**config.mk**
```make
export PLATFORM = sky130hd
export DESIGN_NAME = irq_controller
export DESIGN_NICKNAME = d
export VERILOG_FILES = /design/src/rtl/irq_controller.sv
export SDC_FILE = /design/constraint.sdc
export NUM_CORES = 1
export LEC_CHECK = 0
export ABC_CLOCK_PERIOD_IN_PS = 2500
export CORE_MARGIN = 3
export CORE_UTILIZATION = 31
export DETAILED_ROUTE_END_ITERATION = 10
export GPL_ROUTABILITY_DRIVEN = 0
export GPL_TIMING_DRIVEN = 1
export HOLD_SLACK_MARGIN = 0.1
export PLACE_DENSITY = 0.86
export REMOVE_ABC_BUFFERS = 1
export SYNTH_ARGS = -nofsm -noshare
export SYNTH_HDL_FRONTEND = slang
export SYNTH_SLANG_ARGS = --single-unit
export TNS_END_PERCENT = 5
```
**constraint.sdc**
```tcl
create_clock -name clk -period 2.5 [get_ports clk]
set_clock_uncertainty 0.05 [all_clocks]
set_input_delay 0.25 -clock clk [delete_from_list [all_inputs] [get_ports clk]]
set_output_delay 0.25 -clock clk [all_outputs]
set_load 0.01 [all_outputs]
```
**src/rtl/irq_controller.sv**
```systemverilog
// irq_controller: edge-detecting, priority-arbitrated interrupt controller.
// Holds IER/IPR/ICR on the peripheral bus and sequences one interrupt entry
// at a time through a small IDLE/REQ/SERVICE handshake with the CPU.
module irq_controller #(
  parameter int unsigned NUM_SRC   = 4,
  parameter logic [31:0] BASE_ADDR = 32'h4000_0030
) (
  input  logic               clk,
  input  logic               reset,
  input  logic [NUM_SRC-1:0] src_irq,
  input  logic               pc_kernel,
  input  logic               rd,
  input  logic               wr,
  input  logic [31:0]        addr,
  input  logic [31:0]        wdata,
  output logic [31:0]        rdata,
  output logic               hit,
  output logic               irq_req,
  output logic [2:0]         irq_id
);

  typedef enum logic [1:0] {
    S_IDLE    = 2'd0,
    S_REQ     = 2'd1,
    S_SERVICE = 2'd2
  } state_t;

  // Register word offsets inside the window.
  localparam logic [1:0] OFF_IER  = 2'd0;
  localparam logic [1:0] OFF_IPR  = 2'd1;
  localparam logic [1:0] OFF_ICR  = 2'd2;
  localparam logic [1:0] OFF_ISWR = 2'd3;

  state_t             r_state;
  state_t             w_state_nxt;
  logic [NUM_SRC-1:0] r_ier;
  logic [NUM_SRC-1:0] r_ipr;
  logic [NUM_SRC-1:0] r_src_d;
  logic [2:0]         r_icr;

  logic [31:0]        w_off;
  logic               w_hit;
  logic [1:0]         w_reg_sel;
  logic               w_wr_ier;
  logic               w_wr_ipr;
  logic               w_wr_iswr;
  logic [NUM_SRC-1:0] w_wmask;

  logic [NUM_SRC-1:0] w_rise;
  logic [NUM_SRC-1:0] w_act;
  logic               w_any_act;
  logic [2:0]         w_sel;
  logic [NUM_SRC-1:0] w_sel_onehot;
  logic               w_take;
  logic [NUM_SRC-1:0] w_take_mask;
  logic [NUM_SRC-1:0] w_ipr_clr;
  logic [NUM_SRC-1:0] w_ipr_set;
  logic [NUM_SRC-1:0] w_ipr_nxt;
  logic [31:0]        w_rdata;
  logic               w_unused_wdata;

  // Address decode: offset from base must be 0x0..0xC and word aligned.
  assign w_off     = addr - BASE_ADDR;
  assign w_hit     = (w_off[31:4] == '0) && (w_off[1:0] == 2'b00);
  assign w_reg_sel = w_off[3:2];
  assign w_wmask   = wdata[NUM_SRC-1:0];

  assign w_wr_ier  = wr && w_hit && (w_reg_sel == OFF_IER);
  assign w_wr_ipr  = wr && w_hit && (w_reg_sel == OFF_IPR);
  assign w_wr_iswr = wr && w_hit && (w_reg_sel == OFF_ISWR);

  // Only the low NUM_SRC data bits carry meaning for any register.
  assign w_unused_wdata = ^wdata[31:NUM_SRC];

  assign w_rise    = src_irq & ~r_src_d;
  assign w_act     = r_ipr & r_ier;
  assign w_any_act = |w_act;

  // Fixed-priority pick: lowest pending+enabled index wins.
  always_comb begin
    w_sel        = '0;
    w_sel_onehot = '0;
    for (int unsigned i = 0; i < NUM_SRC; i++) begin
      if (w_act[i] && (w_sel_onehot == '0)) begin
        w_sel           = 3'(i);
        w_sel_onehot[i] = 1'b1;
      end
    end
  end

  // Entry handshake next-state; w_take marks the edge the CPU accepts the IRQ.
  always_comb begin
    w_state_nxt = r_state;
    w_take      = 1'b0;
    case (r_state)
      S_IDLE: begin
        if (w_any_act && !pc_kernel) w_state_nxt = S_REQ;
      end
      S_REQ: begin
        if (!w_any_act || pc_kernel) begin
          w_state_nxt = S_IDLE;
        end else begin
          w_state_nxt = S_SERVICE;
          w_take      = 1'b1;
        end
      end
      S_SERVICE: begin
        if (!pc_kernel) w_state_nxt = S_IDLE;
      end
      default: w_state_nxt = S_IDLE;
    endcase
  end

  // Pending update: clears applied first, sets OR'd last so a same-edge set wins.
  always_comb begin
    w_take_mask = w_take ? w_sel_onehot : '0;
    w_ipr_clr   = (w_wr_ipr ? w_wmask : '0) | w_take_mask;
    w_ipr_set   = w_rise | (w_wr_iswr ? w_wmask : '0);
    w_ipr_nxt   = (r_ipr & ~w_ipr_clr) | w_ipr_set;
  end

  // Handshake state register.
  always_ff @(posedge clk) begin
    if (reset) r_state <= S_IDLE;
    else       r_state <= w_state_nxt;
  end

  // Source history, enable, pending and cause registers.
  always_ff @(posedge clk) begin
    if (reset) begin
      r_src_d <= '0;
      r_ier   <= '0;
      r_ipr   <= '0;
      r_icr   <= '0;
    end else begin
      r_src_d <= src_irq;
      r_ipr   <= w_ipr_nxt;
      if (w_wr_ier) r_ier <= w_wmask;
      if (w_take)   r_icr <= w_sel;
    end
  end

  // Combinational read mux; ISWR is write-only and reads zero.
  always_comb begin
    w_rdata = '0;
    if (rd && w_hit) begin
      case (w_reg_sel)
        OFF_IER:  w_rdata = {{(32-NUM_SRC){1'b0}}, r_ier};
        OFF_IPR:  w_rdata = {{(32-NUM_SRC){1'b0}}, r_ipr};
        OFF_ICR:  w_rdata = {29'b0, r_icr};
        OFF_ISWR: w_rdata = '0;
        default:  w_rdata = '0;
      endcase
    end
  end

  assign rdata   = w_rdata;
  assign hit     = w_hit;
  assign irq_req = (r_state == S_REQ);
  assign irq_id  = r_icr;

endmodule
```
======== Word-level counts from Yosys, hierarchy flattened ========
Cells that the tools add are included.
storage, ports and cells
  register bits ........................... 17
  input port bits ......................... 73
  logic and storage cells ................. 61
  output and inout bits ................... 37
operators by class
  add/sub/neg operators ................... 1
  multiplexer cells ....................... 18
  eq/ne operators ......................... 7
  reduce and logical (&&, ||, !) cells .... 21
  bitwise logic cells ..................... 9
operators by type and width
  cell                    count
  $pmux 32 s4             1
  $mux 32                 1
  $sub 32x31->32 const B  1
  $logic_not 28->1        1
  $and 4x4->4             3
  $mux 4                  3
  $or 4x4->4              3
  $logic_and 1x1->1       10
  $logic_not 2->1         4
  $not 4->4               2
  $mux 1                  7
  $eq 2x2->1 const B      3
  $mux 2                  3
  $mux 3                  2
  $pmux 2 s3              1
  $eq 2x1->1 const B      2
  $ne 2x2->1 const B      2
  $reduce_or 4->1         1
  $logic_not 3->1         1
  $logic_not 1->1         2
  $reduce_and 2->1        1
  $logic_or 1x1->1        1
  $not 1->1               1

======== Logic depth before layout (Yosys ltp) ========
Gate-level depths: netlist (run 1).
  depth in word-level cells ............... 16
  mapped depth ............................ 7
  depth with buffers taken out ............ 6

======== Worst setup path before layout (run 1) ========
No wires, ideal clock.
  path kind ............................... input-to-output
  start ................................... input port addr[15]
  end ..................................... output port rdata[2]
  arrival ................................. 2.480 ns
  stages on the path ...................... 6
  path buffers ............................ 0
  path slack .............................. -0.280 ns
  required time ........................... 2.200 ns
  path through ............................ or4_4 > or4_4 > or3_4 > nand2_1 > nand4b_2 > nor4b_1
on the way
  word-level cells in the longest chain between the ends .. 5
RTL lines
  element            RTL line  text
  start, declared    14        input logic [31:0] addr,
  $sub 32x31->32     63        assign w_off = addr - BASE_ADDR;
  $logic_not 28->1   64        assign w_hit = (w_off[31:4] == '0) && (w_off[1:0] == 2'b00);
  $logic_and 1x1->1  64
  $logic_and 1x1->1  146       if (rd && w_hit) begin
  $mux 32            146
  end, declared      16        output logic [31:0] rdata,
No other way between the ends.

======== Final worst setup path (run 1) ========
  start ................................... input port addr[22]
  end ..................................... output port rdata[0]
The elaborated chain is that of the path after synthesis.

==> flow_summary.toml, run 1 <==
[die]
die_h_um = 74.5
fp.dieArea_sq_um = 5550
coreArea_sq_um = 4440
pin_count = 110
rows = 24
initial_utilization_pct = 32.7
die_x_um = 74.5

[global_route]
grt_max_degree = 13
grt_pass1_wl_um = 6210
antenna_found_initial = 0
grt_pass1_vias = 1451
overflow = 0
grt.total_usage_pct = 14.2

[logic_synthesis]
ys_types = 43
synth_seq_cells = 16
synthFlopType = "dfxtp_1"
netlist_area_sq_um = 1450
synth_top_area_cell = "dfxtp_1"
syn_inst = 182
synth_warnings = 0
ys_async_sr_fraction_pct = 0
synth-seq-area-share_pct = 22.0
synthTopCellsByArea = "dfxtp_1 22%, buf_4 15%, mux2i_1 6.9%"
syn_avg_cell_area_sq_um = 7.99
synth-edff-count = 0
synth_top_area_share_pct = 22.0

[sta]
finalCritPeriodShare_pct = 110
max_freq_ghz = 0.365
final.setup.worst_slack_ps = -243
drv_slew = 0
grt_setup_unrepaired = "yes"
setup_viol = 5
hold_viol = 0
period_minus_slack_ps = 2740
fin_tns_setup_ps = -1150

[detailed_routing]
vias = 1543
drt_wl_total_um = 4090
drtPass1Iterations = 4
wl_per_cell_um = 13.1
drc = 0
antenna_left = 0
drtIter0Drc = 53
vias_per_cell = 4.95

[finish]
n_fill_cell = 435
fin_area_sq_um = 2210
drive_above_1_share_pct = 23.5
fin_nets = 334
num_antenna_cells = 0
areaGrowthSynthToFinish_pct = 51.9

[place]
pre_cts_ws_ps = -1130
io_buffers = 52
dp_hpwl_um = 3250
placed_area_sq_um = 2080

[power]
p_leak_uw = 0.000906
ir_drop_v = 0.000306
powerDensity_nw_per_um2 = 318

[clock_tree]
tritoncts = "done"
clockBufferDepth = 2
clkSinkCount = 16
cts_hold_buf = 0
numCtsBuffers = 3
clock_latency_ps = 250
clockRootBuffer = "clkbuf_8"
clk_pin_slew_worst_paths_ps = 60
htree_levels = 1

[outcome]
status = "finished with violations"
violations = "negative setup slack"

[critical_path]
startpoint_type = "primary input"
worst_ep_required_time_ps = 2200
critical_path_class = "primary input to primary output"
worstPathArrival_ps = 2440
critPathCaptureType = "primary output"
path_max_fanout = 4

[flow_run]
maxCapViolCount = 0

[worst_hold_path]
min_path_type = "register to register"
==> stage by stage <==
stage | utilization [%] | total power (uW) | cells | hold WS [ps]
global placement | 46.8 | 462 | 306 | 355
global route | 49.7 | 738 | 312 | 376
CTS | 48.3 | 703 | 310 | 371
floorplan | - | 348 | 177 | 269
finish | 49.7 | 702 | 312 | 370
detailed placement | 46.8 | 467 | 306 | 363
==> cells in the mapped netlist (4+ instances only) <==
| cell | instances |
|---|---|
| buf_4 | 29 |
| nor4b_1 | 5 |
| dfxtp_1 | 16 |
| mux2i_1 | 10 |
| nand2_1 | 19 |
| a31oi_1 | 5 |
| nand4_1 | 6 |
| nor2b_1 | 14 |
| a22oi_1 | 5 |
| and3_1 | 4 |
| nand3_1 | 5 |
| a21oi_1 | 4 |
| nor2_1 | 14 |
| nor4_1 | 5 |
==> area by class of cell <==
class	instances	area, sq um	area share, %
Multi-Input combinational cell	158	1070	48.3
Timing Repair Buffer	79	691	31.3
Sequential cell	16	320	14.5
Tap cell	52	65.1	2.95
Clock buffer	4	55.1	2.49
Inverter	3	11.3	0.510
==> registers in the layout (all words and copies together) (netlist names) <==
signal,count
r_src_d,4
r_ipr,4
r_state,2
r_ier,4
irq_id,2
==> critical path, stage by stage <==
cell	delay (ps)
buf_6	90
or4_1	510
or4_4	540
or3_4	360
nand2_4	90
nand4b_4	140
buf_4	170
nor4_2	130
buf_2	170
==> logic make-up (layout without fill, tap and decap cells) <==
family                    count (synthesis)  count (layout)  share of synthesized area, %
and+or+nand+nor                          92              92                          38.0
buffers and inverters                    36              86                          18.2
AOI/OAI and AO/OA                        24              24                          12.8
DFF                                      16              16                          22.0
muxes                                    10              10                          6.88
xor gates and xnor gates                  3               3                          1.81
other                                     1              29                         0.258
==> layer usage <==
layer	global-route usage, %	vias up	wire, um
li1	-	761	-
met1	17.0	701	1670
met2	26.0	76	1980
met3	1.89	5	392
met4	4.74	0	46
met5	0	-	0
==> final timing paths <==
path / startpoint / to / slack [ps] / cells after the start
worst min-delay path: r_state[0] / r_state[0] / 370 / 1
worst max-delay path: addr[22] / rdata[0] / -240 / 9
worst max register to register: r_ier[0] / r_ipr[1] / 840 / 7
worst min register to register: r_state[0] / r_state[0] / 370 / 1
==> power breakdown <==
part           total (uW)  switching [uW]  leakage, uW  internal, uW
clock network         230            90.0    0.0000288           140
logic                 199            91.1     0.000746           108
registers             273            8.31     0.000131           265
total                 702             189     0.000906           512
==> cells in the final DEF (no fill, tap or decap), types with 6 or more instances in the layout <==
cell type / synthesis / final
buf_4: 29 / 26
nand4_1: 6 / 6
nor2b_1: 14 / 14
clkdlybuf4s50_1: 0 / 38
nand2_1: 19 / 18
buf_2: 0 / 7
dfxtp_1: 16 / 16
conb_1: 1 / 29
nor2_1: 14 / 14
mux2i_1: 10 / 10
==> timing repair <==
| action | 4_1_cts | 5_1_grt |
|---|---|---|
| setup endpoints to repair | 13 | 13 |
| gates resized for setup | 56 | 7 |
| pin swaps | 12 | 0 |
| buffers inserted | 0 | 2 |
No activity file was read; power rests on OpenSTA's default activity.
==> run 2, diff against run 1 <==
CORE_ASPECT_RATIO = 2   (was not set)
==> run 2 against run 1 <==
Against the previous run:
- the flow still finishes with violations (negative setup slack)
- non-clock buffer count did not move
- global-route usage fell by 0.18 points
- first-iteration DRC count fell by 51%
- core utilization barely moved
- total power rose by 0.58%
- combinational power barely moved
- cell area fell by 0.45%
- clock power barely moved
- die area rose by 0.89%
- clock-buffer cell count did not move
==> flow_summary.toml, run 2 (synthesized netlist as in run 1, its figures left out) <==
[critical_path]
reg2regPathDepth = 7
reg2reg_slack_ps = 730
worstPathArrival_ps = 2440
cp_slowest_cell = "or4_4"
critical_path_class = "primary input to primary output"
crit_path_cell_trace = "buf_6 > or4_4 > or4_4 > or3_4 > nand2_4 > nand4b_4 > nor4b_2 > buf_2"
path_delay_family = "simple AND/OR/NAND/NOR gates"
worstReg2RegEnd = "r_ipr[1]"
critPathCaptureType = "primary output"
r2r-start = "r_ier[1]"
crit_path_frequent_cell = "or4_4"
worst_ep_required_time_ps = 2200
startpoint_type = "primary input"
path_max_fanout = 5
crit_buf_inv = 2
max_stage_delay_ps = 530

[sta]
drv_slew = 0
fin_tns_setup_ps = -936
finalCritPeriodShare_pct = 110
period_minus_slack_ps = 2740
grt_setup_unrepaired = "yes"
max_freq_ghz = 0.365
setup_viol = 5
final.setup.worst_slack_ps = -240
hold_viol = 0

[finish]
multiInputGateArea_sq_um = 1070
layout_commonest_cell = "clkdlybuf4s50_1"
num_antenna_cells = 0
fin_nets = 334
n_fill_cell = 431
drive_above_1_share_pct = 25.0
reg_top3 = "r_ier (4), r_ipr (4), r_src_d (4)"
ff_latch_area_sq_um = 320
final_cell_mix = "38 x clkdlybuf4s50_1, 29 x conb_1, 27 x buf_4, 18 x nand2_1, 16 x dfxtp_1"
final_cells = 314
areaGrowthSynthToFinish_pct = 51.2
fin_area_sq_um = 2200

[die]
coreArea_sq_um = 4420
fp.dieArea_sq_um = 5600
pin_count = 110
rows = 34
die_x_um = 54.4
initial_utilization_pct = 32.9
die_h_um = 103

[global_route]
overflow = 0
grt.total_usage_pct = 14.0
grt-busiest-layer = "met2"
grt_pass1_wl_um = 5910
met3_usage_pct = 3.47
grt_pass1_vias = 1425
antenna_found_initial = 0
grt_max_degree = 13
grt_use_met1_pct = 13.8
use_met2_pct = 26.1

[power]
design_power_total_uw = 706
ir_drop_v = 0.000301
powerDensity_nw_per_um2 = 321
p_leak_uw = 0.000908

[place]
dp_hpwl_um = 3270
placed_area_sq_um = 2100
io_buffers = 52
dp_cells = 310

[worst_hold_path]
min_to = "r_state[0]"
min-delay-start = "r_state[0]"
min_path_cells = 1
min_path_type = "register to register"

[clock_tree]
tritoncts = "done"
clock_latency_ps = 260
clockRootBuffer = "clkbuf_8"
htree_levels = 1
numCtsBuffers = 3
clockBufferDepth = 2
clk_pin_slew_worst_paths_ps = 60
cts_hold_buf = 0
clkSinkCount = 16
post_cts_buffers = 0

[detailed_routing]
vias = 1536
vias_per_cell = 4.89
wl_per_cell_um = 12.5
antenna_left = 0
drc = 0
drtIter0Drc = 26
drt_wl_total_um = 3940
drtPass1Iterations = 4

[outcome]
status = "finished with violations"
violations = "negative setup slack"

[flow_run]
maxCapViolCount = 0
[run 2: stage by stage]
stage / hold WS (ps) / setup slack, ps / util, %
2_1_floorplan: 269 / -280 / -
3_3_place_gp: 356 / -1030 / 47.4
3_5_place_dp: 372 / -1090 / 47.4
4_1_cts: 382 / -235 / 49.6
5_1_grt: 424 / -290 / 49.7
6_report: 382 / -240 / 49.7
[run 2: per-layer routing]
metal,vias to the layer above,part of all wire (%)
li1,765,-
met1,700,33
met2,64,58
met3,7,7.0
met4,0,2.0
met5,-,0
[run 2: how the worst max path moves through the flow]
stage	start	to	slack, ps	cells past startpoint
after floorplan	addr[15]	rdata[2]	-280	6
after detailed placement	addr[15]	rdata[0]	-1090	8
after CTS	addr[19]	rdata[2]	-240	8
after global placement	addr[15]	rdata[3]	-1030	8
final	addr[19]	rdata[3]	-240	8
after global routing	addr[13]	rdata[3]	-290	8
[run 2: what timing repair did]
item                       CTS  global route
gates resized for setup     55             5
pin swaps                   11             0
setup endpoints to repair   13            11
[run 2: layout make-up]
type,instances,share of cell area (%)
repair buffers,79,30.8
multi-input cells,158,48.5
flip-flops and latches,16,14.6
well taps,54,3.07
inverters,3,0.512
clock buffers,4,2.50
[run 2: power breakdown]
group          switching [uW]  internal, uW  total (uW)  leakage, uW
logic                    90.3           110         200     0.000748
registers                8.08           265         273     0.000131
clock network            93.2           140         233    0.0000288
total                     192           514         706     0.000908
[run 2: worst register-to-register path: cells and delay by family, from the launching register on]
kind | cells | cell delay [ps]
buf+inv | 1 | 200
flops | 1 | 440
compound gates | 4 | 640
simple gates | 2 | 320
==> run 3, diff against run 2 <==
GPL_ROUTABILITY_DRIVEN = not set   (was 0)
==> results of run 3 <==
The final DEF is identical to that of run 2; final timing and power are the same.
